[src/rtl/fp_div_arbiter.sv]
// fp_div_arbiter: round-robin front end that time-shares a single fp_divider
// between NUM_REQ requesters. One operation is in flight at a time; the
// owner's operands are latched at grant and its result is held until accepted.
module fp_div_arbiter #(
    parameter int unsigned NUM_REQ = 4,
    parameter int unsigned IDX_W   = $clog2(NUM_REQ)
) (
    input  logic                   clk,
    input  logic                   rst_n,
    // Requester side
    input  logic [NUM_REQ-1:0]     req_valid,
    output logic [NUM_REQ-1:0]     req_ready,
    input  logic [32*NUM_REQ-1:0]  req_op_a,
    input  logic [32*NUM_REQ-1:0]  req_op_b,
    input  logic [NUM_REQ-1:0]     req_mode_fp,
    input  logic [NUM_REQ-1:0]     req_round_mode,
    output logic [NUM_REQ-1:0]     resp_valid,
    input  logic [NUM_REQ-1:0]     resp_ready,
    output logic [31:0]            resp_result,
    output logic [4:0]             resp_flags,
    // Divider side
    output logic [31:0]            div_op_a,
    output logic [31:0]            div_op_b,
    output logic                   div_mode_fp,
    output logic                   div_round_mode,
    output logic                   div_start,
    input  logic                   div_ready_out,
    input  logic                   div_valid_out,
    output logic                   div_ready_in,
    input  logic [31:0]            div_result,
    input  logic [4:0]             div_flags,
    // Status
    output logic                   busy,
    output logic [IDX_W-1:0]       owner
);

    typedef enum logic [1:0] {
        StIdle,
        StIssue,
        StWait,
        StResp
    } state_e;

    state_e           state_q, state_d;
    logic [IDX_W-1:0] rr_ptr_q, rr_ptr_d;
    logic [IDX_W-1:0] owner_q, owner_d;
    logic [31:0]      op_a_q, op_a_d;
    logic [31:0]      op_b_q, op_b_d;
    logic             mode_fp_q, mode_fp_d;
    logic             round_q, round_d;
    logic [31:0]      res_q, res_d;
    logic [4:0]       flags_q, flags_d;

    logic             grant_vld;
    logic [IDX_W-1:0] grant_idx;

    // Round-robin search: first valid requester at or after rr_ptr, wrapping.
    always_comb begin
        int unsigned cand;
        cand      = 0;
        grant_vld = 1'b0;
        grant_idx = '0;
        for (int unsigned k = 0; k < NUM_REQ; k++) begin
            cand = 32'(rr_ptr_q) + k;
            if (cand >= NUM_REQ) begin
                cand = cand - NUM_REQ;
            end
            if (!grant_vld && req_valid[cand[IDX_W-1:0]]) begin
                grant_vld = 1'b1;
                grant_idx = cand[IDX_W-1:0];
            end
        end
    end

    // Next-state and datapath register updates.
    always_comb begin
        state_d   = state_q;
        rr_ptr_d  = rr_ptr_q;
        owner_d   = owner_q;
        op_a_d    = op_a_q;
        op_b_d    = op_b_q;
        mode_fp_d = mode_fp_q;
        round_d   = round_q;
        res_d     = res_q;
        flags_d   = flags_q;
        unique case (state_q)
            StIdle: begin
                if (grant_vld) begin
                    op_a_d    = req_op_a[32*grant_idx +: 32];
                    op_b_d    = req_op_b[32*grant_idx +: 32];
                    mode_fp_d = req_mode_fp[grant_idx];
                    round_d   = req_round_mode[grant_idx];
                    owner_d   = grant_idx;
                    state_d   = StIssue;
                end
            end
            StIssue: begin
                if (div_ready_out) begin
                    state_d = StWait;
                end
            end
            StWait: begin
                if (div_valid_out) begin
                    res_d   = div_result;
                    flags_d = div_flags;
                    state_d = StResp;
                end
            end
            StResp: begin
                if (resp_ready[owner_q]) begin
                    rr_ptr_d = (owner_q == IDX_W'(NUM_REQ - 1)) ? '0 : owner_q + 1'b1;
                    owner_d  = '0;
                    state_d  = StIdle;
                end
            end
            default: state_d = StIdle;
        endcase
    end

    // State registers with synchronous active-low reset.
    always_ff @(posedge clk) begin
        if (!rst_n) begin
            state_q   <= StIdle;
            rr_ptr_q  <= '0;
            owner_q   <= '0;
            op_a_q    <= '0;
            op_b_q    <= '0;
            mode_fp_q <= 1'b0;
            round_q   <= 1'b0;
            res_q     <= '0;
            flags_q   <= '0;
        end else begin
            state_q   <= state_d;
            rr_ptr_q  <= rr_ptr_d;
            owner_q   <= owner_d;
            op_a_q    <= op_a_d;
            op_b_q    <= op_b_d;
            mode_fp_q <= mode_fp_d;
            round_q   <= round_d;
            res_q     <= res_d;
            flags_q   <= flags_d;
        end
    end

    // Handshake outputs decoded from the current state.
    always_comb begin
        req_ready    = '0;
        resp_valid   = '0;
        div_start    = 1'b0;
        div_ready_in = 1'b0;
        unique case (state_q)
            // Gated by rst_n so nothing looks accepted while reset is held.
            StIdle:  if (grant_vld && rst_n) req_ready[grant_idx] = 1'b1;
            StIssue: div_start = 1'b1;
            StWait:  div_ready_in = 1'b1;
            StResp:  resp_valid[owner_q] = 1'b1;
            default: ;
        endcase
    end

    assign busy           = (state_q != StIdle);
    assign owner          = owner_q;
    assign div_op_a       = op_a_q;
    assign div_op_b       = op_b_q;
    assign div_mode_fp    = mode_fp_q;
    assign div_round_mode = round_q;
    assign resp_result    = res_q;
    assign resp_flags     = flags_q;

endmodule

[config.mk]
export PLATFORM = sky130hd
export DESIGN_NAME = fp_div_arbiter
export DESIGN_NICKNAME = d
export VERILOG_FILES = /design/src/rtl/fp_div_arbiter.sv
export SDC_FILE = /design/constraint.sdc
export NUM_CORES = 1
export LEC_CHECK = 0
export CAP_MARGIN = 10
export CORE_AREA = 2 2 168 170
export CTS_CLUSTER_SIZE = 30
export DETAILED_ROUTE_END_ITERATION = 12
export DIE_AREA = 0 0 170 172
export GPL_TIMING_DRIVEN = 0
export PLACE_DENSITY = 0.6
export SYNTH_ARGS = -nofsm -noshare
export SYNTH_HDL_FRONTEND = slang
export SYNTH_SLANG_ARGS = --single-unit
[constraint.sdc]
create_clock -name clk -period 2.2 [get_ports clk]
set_clock_uncertainty 0.1 [all_clocks]
set_input_delay 0.44 -clock clk [delete_from_list [all_inputs] [get_ports clk]]
set_output_delay 0.44 -clock clk [all_outputs]
set_load 0.05 [all_outputs]
# Word-level counts from Yosys, hierarchy flattened
# Cells that the tools add are included.
# Widths: inputs -> output; s select.
totals:
  reg_bits: 109
  input_bits: 313
  elab_cells: 99
op_classes:
  order_cmp: 12
  add_sub_neg: 8
  mux: 43
  eq_ne: 8
  shifts: 2
  reduce_logical: 17
op_table:
  columns: ["operator", "n"]
  rows:
  - ["$shiftx 128x8->32", 2]
  - ["$mux 2", 14]
  - ["$lt 2x3->1 const B", 6]
  - ["$mux 1", 15]
  - ["$bmux 1 s2", 7]
  - ["$mux 4", 3]
  - ["$ge 3x3->1 const B", 3]
  - ["$ne 2x2->1 const B", 4]
  - ["$pmux 2 s4", 1]
  - ["$sub 2x1->2 const B", 4]
  - ["$add 2x2->3 const B", 2]
  - ["$eq 2x2->1 const B", 3]
  - ["$logic_and 1x1->1", 6]
  - ["$reduce_and 2->1", 3]
  - ["$demux 1 s2", 2]
  - ["$ge 2x1->1 const B", 2]
  - ["$pmux 2 s2", 1]
  - ["$reduce_and 4->1", 1]
  - ["$reduce_bool 2->1", 2]
  - ["$add 2x1->3 const B", 1]
  - ["$ge 2x3->1 const B", 1]
  - ["$logic_not 1->1", 3]
  - ["$reduce_and 3->1", 1]
  - ["$add 2x1->2 const B", 1]
  - ["other kinds (2)", 2]

# Longest topological paths before layout
# Gate-level depths: netlist of run 1.
logic_depth:
  depth_word: 20
  ltp_mapped: 8
  depth_no_buf: 7

# Least setup slack after synthesis of run 1
# No wires, ideal clock.
synth_path:
  path_type: "register to output"
  from: "reg state_q[0]"
  to: "out req_ready[3]"
  t_arrival_ns: 2.537
  slack_ns: -0.877
  n_path_buf: 1
  path_stages_with_launch: 8
  t_required_ns: 1.660
  path_cell_list: "dfxtp_1 inv_1 ha_1 inv_1 nor2_2 buf_2 nand2_1 nor3_1"
synth_via:
  elab_chain_cells: 2
synth_rtl:
  columns: ["element", "line_no", "source"]
  rows:
  - ["start: declaration", "44", "state_e state_q, state_d;"]
  - ["start signal: assignment", "123", "state_q <= StIdle;"]
  - ["start signal: assignment", "133", "state_q <= state_d;"]
  - ["$logic_not 2->1", "151", "unique case (state_q)"]
  - ["$mux 4", "151", null]
  - ["end: declaration", "12", "output logic [NUM_REQ-1:0] req_ready,"]
# Every way passes these cells.

# Worst setup path in the final report of run 1
layout_path:
  from: "reg state_q[0]"
  to: "out req_ready[1]"
# The elaborated chain is that of the path after synthesis.

==> impl_table.tex, run 1 <==
\begin{tabular}{lr}
\hline
Metric & Value \\
\hline
\multicolumn{2}{l}{\textbf{Synthesis}} \\
Library cell with the largest summed area after synthesis & dfxtp\_1 \\
EDFF count, synth & 0 \\
Top cell type's share of synthesized area & 0.415 \\
Share of synthesized area occupied by flip-flops and latches & 0.415 \\
Flip-flop cell with the highest count after synthesis & dfxtp\_1 \\
Share of async-settable or async-resettable flops after synthesis & 0 \\
Cells taking the most area after synthesis & dfxtp\_1, a222oi\_1, nand2\_1 \\
Syn\_area\_per\_cell & roughly 8.3 um\^{}2 \\
Flops \& latches, synth & roughly 110 \\
Post-Synthesis Net Count & about 960 \\
Number of instances in the synthesized netlist & 635 \\
Cell Area, Synth & around 5300 um\^{}2 \\
Number of distinct library cells after synthesis & 37 \\
Warnings from Yosys & 0 \\
\multicolumn{2}{l}{\textbf{Clock tree}} \\
Number of clock sinks seen by CTS & between 100 and 150 \\
TritonCTS clock tree & yes \\
Clock transition time at the flip-flop clock pins of the worst setup and hold paths & 70 ps \\
Clock Tree Buf Depth & 2 \\
H-tree depth & 3 \\
Number of buffers inserted during clock tree synthesis & 9 \\
Clk root buf & clkbuf\_16 \\
Source-to-sink clock delay at the later pin of the worst-skew pair & 350 ps \\
Post-cts hold buffer count & 0 \\
\multicolumn{2}{l}{\textbf{Place}} \\
Dpl cell area & about 10,000 um\^{}2 \\
Post-place setup slack & -1760 ps \\
\# placed instances & approximately 1,400 \\
Dpl hpwl & between 20,000 and 25,000 um \\
Buffers added on ports & between 400 and 500 \\
Routability congestion estimate & between 0.8 and 0.9 \\
\multicolumn{2}{l}{\textbf{Floorplan}} \\
Die height & about 170 um \\
Area of the die & a little under 30,000 um\^{}2 \\
Area of the core & between 20,000 and 30,000 um\^{}2 \\
Number of placed I/O pins & approximately 430 \\
Chip width & about 170 um \\
Standard-cell row count & 61 \\
Starting Density & 0.191 \\
\multicolumn{2}{l}{\textbf{Route}} \\
Detailed router's first-iteration violation count & just under 600 \\
Routed wirelength normalized by instance count & slightly below 20 um \\
Detailed Routing Iterations Pass 1 & 12 \\
Number of antenna-violating nets in the routed design & 0 \\
Vias per inst & around 4.8 \\
Final WL & 28,100 um \\
Via count & around 6,900 \\
Total DRC errors in the routed layout & 0 \\
\multicolumn{2}{l}{\textbf{Finish}} \\
Number of filler cells placed in the layout & approximately 2,800 \\
Number of standard cells in the final layout excluding fillers & between 1,000 and 1,500 \\
Area occupied by registers & approximately 2200 um\^{}2 \\
Nets & approximately 1,400 \\
Proportion of layout cells with a drive suffix above 1 & 0.0812 \\
Post-layout instance area & $\sim$11,000 um\^{}2 \\
Core occupancy in the finished layout & 0.383 \\
Post-synthesis to final-layout area growth & 100\% \\
Footprint of the multi-input gates & 2810 um\^{}2 \\
\multicolumn{2}{l}{\textbf{Global route}} \\
Pin count of the biggest net entering global routing & 21 \\
GRT busiest layer & met2 \\
Overflow after GRT & 0 \\
Global Route met3 Usage & 0.0435 \\
M1 GR Usage & 0.217 \\
Routing usage on met2 & 0.322 \\
Antenna violations before repair & 2 \\
Global router's overall resource usage & 0.181 \\
Global-route wire length before repair & 40,100 um \\
Via count of the first global-routing pass & 6,711 \\
\multicolumn{2}{l}{\textbf{Outcome}} \\
Failing checks & setup timing \\
Outcome & finished, violations left \\
\multicolumn{2}{l}{\textbf{Timing}} \\
Count of final max-slew check failures & 0 \\
Worst Slack Setup Final & -163 ps \\
Clock period minus worst slack & approximately 2400 ps \\
Endpoints failing hold & 0 \\
Ratio of final minimum period to clock period & 1.07 \\
Fmax & $\sim$420 MHz \\
Rel. slew slack & 0.405 \\
Pin slew with the least headroom to its limit & just under 900 ps \\
Final count of negative-setup-slack endpoints & 4 \\
Setup repair after global routing missed its margin & true \\
\multicolumn{2}{l}{\textbf{Power}} \\
Pint & 5.75 mW \\
Combinational power share & 0.571 \\
Static leakage & approximately 3.7 nW \\
PwrDens & slightly above 1000 nW/um\^{}2 \\
Maximum vdd drop & 541 uV \\
Fraction of power consumed by the clock network & 0.166 \\
Part of the power in registers & 0.263 \\
Sw frac & 0.467 \\
Psw & 5.04 mW \\
Total power consumption of the routed design & around 11 mW \\
\multicolumn{2}{l}{\textbf{Critical path}} \\
Crit path largest cell delay & approximately 340 ps \\
Most frequent cell on the critical path & buf\_12 \\
Arr. time, crit path & about 1800 ps \\
Setup Crit Path Kind & flop to output pin \\
Critical Path Slowest Stage Cell & dfxtp\_2 \\
Critical path endpoint category & output pin \\
List of cells traversed by the critical path & inv\_2 > ha\_4 > clkinvlp\_4 > nor2\_4 > buf\_12 > buf\_12 > clkbuf\_16 > and3\_4 > buf\_8 \\
Highest net fanout along the worst path & 3 \\
Required time worst endpoint & between 1500 and 2000 ps \\
Startpoint class of the critical path & flop \\
Worst R2R Path Depth & 7 \\
\multicolumn{2}{l}{\textbf{Min path}} \\
Class of the most critical hold timing path & flop to flop \\
Worst hold path depth & 2 \\
\multicolumn{2}{l}{\textbf{Job}} \\
Maximum capacitance violations & 0 \\
\hline
\end{tabular}
synthesized netlist by cell type, types with 2 or more instances:
cell      instances
a21boi_0         39
a21oi_1           7
a222oi_1         66
a31oi_1          66
and2_1            7
buf_1             3
buf_2            18
buf_4             2
buf_6             6
clkbuf_1         37
dfxtp_1         109
ha_1              8
inv_1            10
mux2_2            2
mux2i_1           2
nand2_1         148
nand2b_1          6
nand3_1           2
nor2_1            6
nor3_1            3
o21ai_0          71
o22ai_1           2
worst paths after layout:
path / slack [ps] / to / startpoint
max: -160 / req_ready[1] / state_q[0]$_SDFFE_PN0P_
min: 360 / resp_result[21]$_SDFFE_PN0P_ / resp_result[21]$_SDFFE_PN0P_
max reg2reg: 40 / div_op_a[12]$_SDFFE_PN0P_ / rr_ptr_q[1]$_SDFFE_PN0P_
min reg2reg: 360 / resp_result[21]$_SDFFE_PN0P_ / resp_result[21]$_SDFFE_PN0P_
final cells by class:
type,instances,share of cell area
buffer,65,0.0356
antenna,2,0.000476
tap,346,0.0411
inverter,10,0.00392
timing repair buffer,434,0.414
sequential,109,0.208
multi-input combinational,450,0.267
clock buffer,9,0.0214
clock inverter,7,0.00832
cell families (layout without fill, tap and decap cells):
logic type | count (synthesis) | after routing | synth area share
flops | 109 | 109 | 0.415
fa+ha+maj | 8 | 8 | 0.0190
other cells | 0 | 2 | 0
mux | 4 | 4 | 0.00809
simple gates | 179 | 179 | 0.139
buf+inv | 76 | 525 | 0.0686
compound gates | 259 | 259 | 0.350
worst max-delay path, delay by kind of cell, from the launching register on:
kind	cells	cell delay (ps)
simple gates	2	320
fa+ha+maj	1	150
flops	1	340
buf+inv	6	660
per-layer routing:
| metal | share of wire | wire length [um] | vias up |
|---|---|---|---|
| met5 | 0 | 0 | - |
| li1 | - | - | 3293 |
| met4 | 0.020 | 563 | 0 |
| met3 | 0.081 | 2280 | 36 |
| met2 | 0.50 | 13900 | 367 |
| met1 | 0.40 | 11400 | 3196 |
timing repair:
item / 4_1_cts / 5_1_grt
pin swaps: 5 / 0
endpoints found under the setup margin: 79 / 64
setup buffers: 10 / 0
resized for setup: 65 / 11
state kept, by name, summed over array words and instances, names as in the netlist:
register	count
div_op_a	32
div_mode_fp	1
resp_flags	5
div_round_mode	1
owner	2
rr_ptr_q	2
div_op_b	32
resp_result	32
state_q	2
cells in the final DEF, fill, tap and decap left out, types with 3 or more instances in the layout:
| cell | netlist | routed |
|---|---|---|
| nand2b_1 | 6 | 6 |
| ha_1 | 8 | 7 |
| clkdlybuf4s15_2 | 0 | 5 |
| clkbuf_16 | 0 | 10 |
| clkbuf_2 | 0 | 3 |
| a222oi_1 | 66 | 66 |
| and2_1 | 7 | 7 |
| dfxtp_1 | 109 | 105 |
| dlygate4sd2_1 | 0 | 3 |
| nand2_1 | 148 | 147 |
| buf_4 | 2 | 11 |
| o21ai_0 | 71 | 70 |
| clkbuf_1 | 37 | 33 |
| buf_2 | 18 | 15 |
| inv_1 | 10 | 7 |
| a21boi_0 | 39 | 39 |
| nor2_1 | 6 | 6 |
| dfxtp_2 | 0 | 4 |
| a21oi_1 | 7 | 5 |
| buf_6 | 6 | 8 |
| buf_12 | 0 | 3 |
| a31oi_1 | 66 | 66 |
| buf_8 | 0 | 3 |
| clkdlybuf4s50_1 | 0 | 410 |
power groups by stage:
stage | Sequential, mW | Clock (mW) | Combinational (mW)
5_1_grt | 2.90 | 1.92 | 6.53
2_1_floorplan | 4.64 | 0 | 1.66
3_3_place_gp | 2.86 | 0 | 5.86
4_1_cts | 2.84 | 1.85 | 6.23
6_report | 2.84 | 1.79 | 6.16
3_5_place_dp | 2.87 | 0 | 5.87
through the flow:
stage / setup TNS [ps] / hold WS (ps)
finish: -610 / 363
global route: -1250 / 382
CTS: -1350 / 367
detailed placement: -46130 / 356
global placement: -46240 / 350
floorplan: -218 / 375
No activity file was read; power rests on OpenSTA's default activity.
==> run 2, diff against run 1 <==
ABC_CLOCK_PERIOD_IN_PS = 2400   (was default)
TNS_END_PERCENT = 100   (was default)
clock period = 2.4 ns   (was 2.2 ns; I/O delays follow)
==> run 2 against run 1 <==
Effect of this change: the flow still finishes with violations (setup timing); sequential power is 8.5% lower; clock power is 13% lower; clock-buffer cell count stayed put; non-clock buffer count up 3.
==> impl_table.tex, run 2 (same netlist as run 1, synthesis figures left out) <==
\begin{tabular}{lr}
\hline
Metric & Value \\
\hline
\multicolumn{2}{l}{\textbf{Route}} \\
Routed wirelength normalized by instance count & 19.4 um (-1.5\%) \\
Final WL & 27,800 um (-1.3\%) \\
Vias per inst & 4.80 (-0.34\%) \\
Number of antenna-violating nets in the routed design & 0 (unchanged) \\
Detailed Routing Iterations Pass 1 & 8 (-4) \\
Total DRC errors in the routed layout & 0 (unchanged) \\
Via count & 6,878 (-0.20\%) \\
Detailed router's first-iteration violation count & 562 (-4.1\%) \\
\multicolumn{2}{l}{\textbf{Clock tree}} \\
Clock Tree Buf Depth & 2 (unchanged) \\
Number of buffers inserted during clock tree synthesis & 9 (unchanged) \\
TritonCTS clock tree & yes \\
Clock transition time at the flip-flop clock pins of the worst setup and hold paths & 80 ps (about the same) \\
Clk root buf & clkbuf\_16 \\
Source-to-sink clock delay at the later pin of the worst-skew pair & 360 ps (about the same) \\
Number of clock sinks seen by CTS & 109 (unchanged) \\
H-tree depth & 3 (unchanged) \\
\multicolumn{2}{l}{\textbf{Min path}} \\
Min-Delay Startpoint & resp\_result[20]\$\_SDFFE\_PN0P\_ \\
Worst hold path depth & 2 (unchanged) \\
Hold Path Sink & resp\_result[20]\$\_SDFFE\_PN0P\_ \\
Class of the most critical hold timing path & flop to flop \\
\multicolumn{2}{l}{\textbf{Finish}} \\
Nets & 1,403 (+0.21\%) \\
Proportion of layout cells with a drive suffix above 1 & 0.0773 (-0.00390) \\
Leading cell types in the layout, fill and taps excluded & clkdlybuf4s50\_1, nand2\_1, dfxtp\_1 \\
Number of filler cells placed in the layout & 2,853 (+0.96\%) \\
Area occupied by registers & 2180 um\^{}2 (-0.11\%) \\
Most common cell after layout, fill and taps aside & clkdlybuf4s50\_1 \\
Footprint of the multi-input gates & 2810 um\^{}2 (-0.18\%) \\
Post-synthesis to final-layout area growth & 99.7\% \\
\multicolumn{2}{l}{\textbf{Critical path}} \\
Reg2reg setup slack & 100 ps (+60 ps) \\
Endpoint of the worst-slack reg-to-reg timing path & div\_op\_b[5]\$\_SDFFE\_PN0P\_ \\
Worst R2R Path Depth & 6 (-1) \\
Most frequent cell on the critical path & buf\_12 \\
Critical R2R Launch & rr\_ptr\_q[0]\$\_SDFFE\_PN0P\_ \\
Critical path endpoint category & output pin \\
Crit path largest cell delay & 340 ps (about the same) \\
Critical Path Slowest Stage Cell & dfxtp\_2 \\
Arr. time, crit path & 1850 ps (+30 ps) \\
List of cells traversed by the critical path & inv\_2 > ha\_4 > clkinvlp\_4 > nor2\_4 > buf\_12 > buf\_12 > nand2\_8 > nor3\_4 > buf\_6 \\
Setup Crit Path Kind & flop to output pin \\
Startpoint class of the critical path & flop \\
Highest net fanout along the worst path & 4 (+1) \\
Required time worst endpoint & 1820 ps (+160 ps) \\
\multicolumn{2}{l}{\textbf{Timing}} \\
Pin slew with the least headroom to its limit & 1010 ps (+116 ps) \\
Ratio of final minimum period to clock period & 1.01 \\
Fin Setup TNS & -97.7 ps (+512 ps) \\
Rel. slew slack & 0.327 (-0.0775) \\
Worst hold-check slack & 363 ps (-0.300 ps) \\
Worst Slack Setup Final & -30.1 ps (+133 ps) \\
Setup repair after global routing missed its margin & true \\
Endpoints failing hold & 0 (unchanged) \\
Fmax & around 410 MHz \\
Count of final max-slew check failures & 0 (unchanged) \\
Final count of negative-setup-slack endpoints & 4 (unchanged) \\
Clock period minus worst slack & $\sim$2400 ps \\
\multicolumn{2}{l}{\textbf{Global route}} \\
Via count of the first global-routing pass & 6,792 (+1.2\%) \\
Antenna violations before repair & 3 (+1) \\
Overflow after GRT & 0 (unchanged) \\
Global-route wire length before repair & 39,600 um (-1.1\%) \\
Global router's overall resource usage & 0.180 (-0.00171) \\
Pin count of the biggest net entering global routing & 22 (+4.8\%) \\
\multicolumn{2}{l}{\textbf{Floorplan}} \\
Area of the die & 29,200 um\^{}2 (unchanged) \\
Standard-cell row count & 61 (unchanged) \\
Starting Density & 0.191 (unchanged) \\
Number of placed I/O pins & 429 (unchanged) \\
Die height & 172 um (unchanged) \\
Chip width & 170 um (unchanged) \\
Area of the core & 27,500 um\^{}2 (unchanged) \\
\multicolumn{2}{l}{\textbf{Place}} \\
Dpl hpwl & 21,700 um (-1.0\%) \\
Routability congestion estimate & 0.817 (-5.9\%) \\
Buffers added on ports & 424 (unchanged) \\
\multicolumn{2}{l}{\textbf{Power}} \\
Maximum vdd drop & 548 uV (+1.3\%) \\
Static leakage & 3.69 nW (about the same) \\
PwrDens & 925 nW/um\^{}2 (-9.9\%) \\
\multicolumn{2}{l}{\textbf{Outcome}} \\
Failing checks & setup timing \\
Outcome & finished, violations left \\
\multicolumn{2}{l}{\textbf{Job}} \\
Maximum capacitance violations & 0 (unchanged) \\
\hline
\end{tabular}
[run 2: routing by layer]
metal / wire, um / global-route usage / vias to the layer above
met5: 33 / 0 / -
met4: 595 / 0.0502 / 4
met3: 2250 / 0.0538 / 46
met2: 13500 / 0.312 / 327
met1: 11400 / 0.215 / 3202
li1: - / - / 3299
[run 2: stage by stage]
step                      instance area [um^2]  std cells  power, mW  setup WS [ps]  utilization
after floorplan                           5330        635       5.75          0.154            -
after global placement                   10000       1405       7.95          -1470        0.364
after detailed placement                 10000       1405       7.97          -1490        0.364
after CTS                                10400       1429       9.79           -105        0.380
after global routing                     10500       1434       10.2           -114        0.382
final                                    10500       1434       9.71          -30.1        0.382
[run 2: area by class of cell]
type,instances,area share
repair buffers,437,0.416
multi-input cells,450,0.267
flip-flops and latches,109,0.208
well taps,346,0.0412
plain buffers,65,0.0342
clock buffers,9,0.0215
clock inverters,7,0.00739
inverters,10,0.00393
diodes,1,0.000238
[run 2: timing repair]
action	in CTS	in global routing
pin swaps	4	2
buffers inserted	8	5
endpoints found under the setup margin	52	47
hold buffers	0	0
resized for setup	58	7
[run 2: worst max-delay path by stage]
stage | end | start
6_report | req_ready[3] | state_q[0]$_SDFFE_PN0P_
5_1_grt | req_ready[3] | state_q[0]$_SDFFE_PN0P_
4_1_cts | req_ready[1] | req_valid[2]
3_5_place_dp | req_ready[1] | req_valid[2]
3_3_place_gp | req_ready[1] | req_valid[2]
2_1_floorplan | req_ready[1] | state_q[1]$_SDFFE_PN0P_
[run 2: report_power, final]
group / internal, mW / switching, mW
logic: 2.05 / 3.49
clock network: 0.742 / 0.818
registers: 2.32 / 0.286
[run 2: worst max-delay path, delay by kind of cell, from the launching register on]
kind / cells / cell delay [ps]
and+or+nand+nor: 3 / 370
adders and majority gates: 1 / 150
DFF: 1 / 340
buffers and inverters: 5 / 610
